<file path="src/rtl/irq_ctrl.sv">
// System interrupt controller: latches rising edges of NUM_SRC level IRQ lines into sticky
// status bits, gates them with a mask and drives one registered CPU IRQ. Optional input sync: IRQ_CTRL_INPUT_SYNC_EN.
module irq_ctrl #(
    parameter int unsigned NUM_SRC = 11
) (
    input  logic               i_clk,
    input  logic               i_rst,
    input  logic [NUM_SRC-1:0] i_src,
    input  logic               i_regSel,
    input  logic               i_write,
    input  logic               i_read,
    input  logic [15:0]        i_wdata,
    output logic [15:0]        o_rdata,
    output logic               o_irq
);

    localparam int unsigned DW = 16;

    logic [NUM_SRC-1:0] stat_q, stat_d;
    logic [NUM_SRC-1:0] mask_q, mask_d;
    logic [NUM_SRC-1:0] prev_q, prev_d;
    logic [DW-1:0]      rdata_q, rdata_d;
    logic               irq_q, irq_d;
    logic [NUM_SRC-1:0] src_s;
    logic [NUM_SRC-1:0] src_edge;
    logic [NUM_SRC-1:0] wdata_src;
    logic [DW-1:0]      unused_wdata;

    // Upper write-data bits have no backing register.
    assign unused_wdata = i_wdata;
    assign wdata_src    = i_wdata[NUM_SRC-1:0];

`ifdef IRQ_CTRL_INPUT_SYNC_EN
    logic [NUM_SRC-1:0] sync1_q, sync1_d;
    logic [NUM_SRC-1:0] sync2_q, sync2_d;

    assign sync1_d = i_src;
    assign sync2_d = sync1_q;
    assign src_s   = sync2_q;

    // Sync chain tracks i_src during reset so release never fakes an edge.
    always_ff @(posedge i_clk) begin
        if (i_rst) begin
            sync1_q <= i_src;
            sync2_q <= i_src;
        end else begin
            sync1_q <= sync1_d;
            sync2_q <= sync2_d;
        end
    end
`else
    assign src_s = i_src;
`endif

    always_comb begin
        prev_d   = src_s;
        src_edge = src_s & ~prev_q;
        stat_d   = stat_q;
        mask_d   = mask_q;
        rdata_d  = rdata_q;
        irq_d    = |(stat_q & mask_q);

        if (i_write && !i_regSel) begin
            stat_d = stat_q & wdata_src;
        end
        if (i_write && i_regSel) begin
            mask_d = wdata_src;
        end
        // New edge overrides a same-cycle acknowledge.
        stat_d = stat_d | src_edge;

        if (i_read) begin
            rdata_d = i_regSel ? DW'(mask_q) : DW'(stat_q);
        end
    end

    always_ff @(posedge i_clk) begin
        if (i_rst) begin
            stat_q  <= '0;
            mask_q  <= '0;
            rdata_q <= '0;
            irq_q   <= 1'b0;
            prev_q  <= i_src;
        end else begin
            stat_q  <= stat_d;
            mask_q  <= mask_d;
            rdata_q <= rdata_d;
            irq_q   <= irq_d;
            prev_q  <= prev_d;
        end
    end

    assign o_rdata = rdata_q;
    assign o_irq   = irq_q;

endmodule

</file>
<file path="config.mk">
export PLATFORM = sky130hd
export DESIGN_NAME = irq_ctrl
export DESIGN_NICKNAME = d
export VERILOG_FILES = /design/src/rtl/irq_ctrl.sv
export SDC_FILE = /design/constraint.sdc
export NUM_CORES = 1
export LEC_CHECK = 0
export ABC_CLOCK_PERIOD_IN_PS = 1350
export BUFFER_PORTS_ARGS = -buffer_cell sky130_fd_sc_hd__buf_2
export CORE_MARGIN = 5
export CORE_UTILIZATION = 49
export CTS_CLUSTER_DIAMETER = 200
export DETAILED_ROUTE_END_ITERATION = 8
export PLACE_DENSITY_LB_ADDON = 0.1
export SLEW_MARGIN = 20
export SYNTH_ARGS = -nofsm -noshare
export SYNTH_HDL_FRONTEND = slang
export SYNTH_SLANG_ARGS = --single-unit
</file>
<file path="constraint.sdc">
create_clock -name i_clk -period 1.35 [get_ports i_clk]
set_input_delay 0.0675 -clock i_clk [delete_from_list [all_inputs] [get_ports i_clk]]
set_output_delay 0.0675 -clock i_clk [all_outputs]
set_load 0.01 [all_outputs]
</file>
==> results.cfg <==
[yosys]
synth-edff-count = 0
synth_cells = 169
synth.most_common_cell = dfxtp_1
synth_area_mm2 = 0.00161
ys.flop_type = dfxtp_1
async_flop_share = 0
yosys-top-cells-count = dfxtp_1 (45), nand2_1 (23), a21oi_1 (22), nand2b_1 (12)
avgSynthCellArea_um2 = 9.54
yosysUniqueCellTypes = 20
netlist.area_leader.share = 0.559
synth_area_leaders = dfxtp_1 (56%), a21oi_1 (6.8%), mux2i_1 (6.8%), nand2_1 (5.4%), a211oi_1 (5.1%)
synth_top_area_cell = dfxtp_1
ys_seq_elements = 45
yosysWarnings = 0
seq_area_frac_synth = 0.559

[clock_tree]
cts.sinks = 45
numCtsBuffers = 5
clk_pin_slew_ns = 0.12
clk_latency_ns = 0.35
clockBufferDepth = 2
cts_tree = done
htreeDepth = 2
cts_root_buffer = clkbuf_4
ctsResizeCount = 0

[placed_design]
numPortBuffers = 38
hpwl_mm = 2.30
dpl_cell_area_mm2 = 0.00179
globalplace.congestion = 0.823

[floorplanning]
dieArea_mm2 = 0.00454
die_h_um = 67.4
io_pins = 49
num_rows = 20
initial_core_util = 0.519
design.core.area_mm2 = 0.00310
die_w_um = 67.4

[sta]
hold_viol = 0
worst_pin_slew_ns = 0.612
fin_crit_ns = 1.04
fin_skew_ns = 0.0100
fmax_ghz = 0.961
slew_violations = 0
fin_tns_setup_ns = 0
finalCritPeriodShare = 0.771
max_slew_margin = 0.592
rsz0062_at_grt = no
setup_viol = 0

[drt]
dr_wl_met3_um = 217
drc = 0
num_vias = 1353
viasPerCell = 4.99
top_layer = met4
drtPass1Iterations = 4
dr.first_iter.drc_count = 92
wl_per_cell_um = 12.5
ant_nets = 0
routed_wl_mm = 3.39
dr_wl_met2_mm = 1.62
met1Wirelength_mm = 1.50

[worst_setup_path]
cp_num_cells = 3
crit_arrival_ns = 1.26
cp.required_ns = 1.57
crit_path_start_kind = flop
slowest_delay_ns = 0.34
crit_path_cell_trace = a22o_1 > a221oi_1 > a31oi_1
worstRegToRegCells = 3
critPathMaxFanout = 3
crit_slowest_cell = dfxtp_1
crit_path_end_kind = flop
crit_family = compound AO/OA/AOI/OAI gates
worst-setup-path-type = reg2reg
path_buf_inv = 0

[grt]
antenna_found_initial = 0
grt_max_degree = 35
overflow = 0
grt_pass1_wl_mm = 5.61
grt_usage = 0.164
grt_pass1_vias = 1270

[cells_and_area]
nets = 258
areaGrowthSynthToFinish_pct = 31.2
insertedDiodeCount = 0
final_design_area_no_fill_mm2 = 0.00211
fill_cells = 280
drive_above_1_share = 0.211

[worst_hold_path]
min_path_type = in2reg
hold_depth = 3

[outcome]
status = completed

[pwr]
peakVddDrop_mv = 0.607
p_leak_uw = 0.000898
pwr_density_cell_mw_per_mm2 = 1290

[run]
max-cap-violations = 0
## tightest hold or removal path: stages
cell	delay (ns)
buf_2	0.21
nor2_1	0.14
a211oi_1	0.05
## metrics by stage
stage	worst slack [ns]	std cells	utilization	power [uW]	hold slack, ns
after floorplan	0.415	173	-	1630	0.0952
after global placement	0.305	241	0.577	1710	0.184
after detailed placement	0.297	241	0.577	1720	0.189
after CTS	0.273	271	0.681	2740	0.155
after global routing	0.228	271	0.681	2850	0.179
final	0.310	271	0.681	2720	0.163
## routing by layer
layer | vias to the layer above | GRT usage
li1 | 693 | -
met1 | 608 | 0.197
met2 | 46 | 0.280
met3 | 6 | 0.0399
met4 | 0 | 0.0684
met5 | - | 0
## kinds of logic (layout without fill, tap and decap cells)
| group | Yosys count | in the layout | share of synthesized area |
|---|---|---|---|
| AO/OA/AOI/OAI | 50 | 50 | 0.186 |
| AND/OR/NAND/NOR | 47 | 47 | 0.130 |
| flip-flops | 45 | 45 | 0.559 |
| buffers and inverters | 15 | 69 | 0.0543 |
| multiplexers | 11 | 11 | 0.0683 |
| other | 1 | 5 | 0.00233 |
## placed cells by master (no fill, tap or decap)
cell,n
dfxtp_1,45
buf_2,38
nand2_1,23
a21oi_1,22
dlygate4sd3_1,22
nand2b_1,12
mux2i_1,11
nor2_1,11
a211oi_1,11
o21ai_0,10
conb_1,5
clkbuf_4,5
a22o_1,2
a221oi_1,2
bufinv_16,2
o21ai_1,1
and2_2,1
a222oi_1,1
a31oi_1,1
clkinv_2,1
buf_4,1
## registers in the layout (all words and copies together) (netlist names)
signal,count
prev_q,11
o_irq,1
stat_q,11
mask_q,11
o_rdata,11
## final timing paths
path | slack (ns) | startpoint | endpoint
setup / recovery | 0.31 | stat_q[7] | o_irq
hold / removal | 0.16 | i_read | o_rdata[1]
hold reg to reg | 0.48 | mask_q[7] | mask_q[7]
setup reg to reg | 0.31 | stat_q[7] | o_irq
## final cells by class
class	count	area (um^2)	share of cell area
Sequential cell	45	901	0.426
Multi-Input combinational cell	113	638	0.302
Timing Repair Buffer	61	418	0.198
Clock inverter	3	65.1	0.0308
Tap cell	44	55.1	0.0260
Clock buffer	5	37.5	0.0178
## where the power goes
part,total (uW),internal [uW],leakage (uW),switching (uW)
combinational,289,147,0.000470,142
sequential,1450,1410,0.000373,41.1
clock,987,573,0.0000552,414
## timing repair
item | 4_1_cts | 5_1_grt
hold buffers | 22 | 0
setup buffers | 0 | 0
endpoints found under the hold margin | 33 | 0
Power figures use the tool's default switching activity.
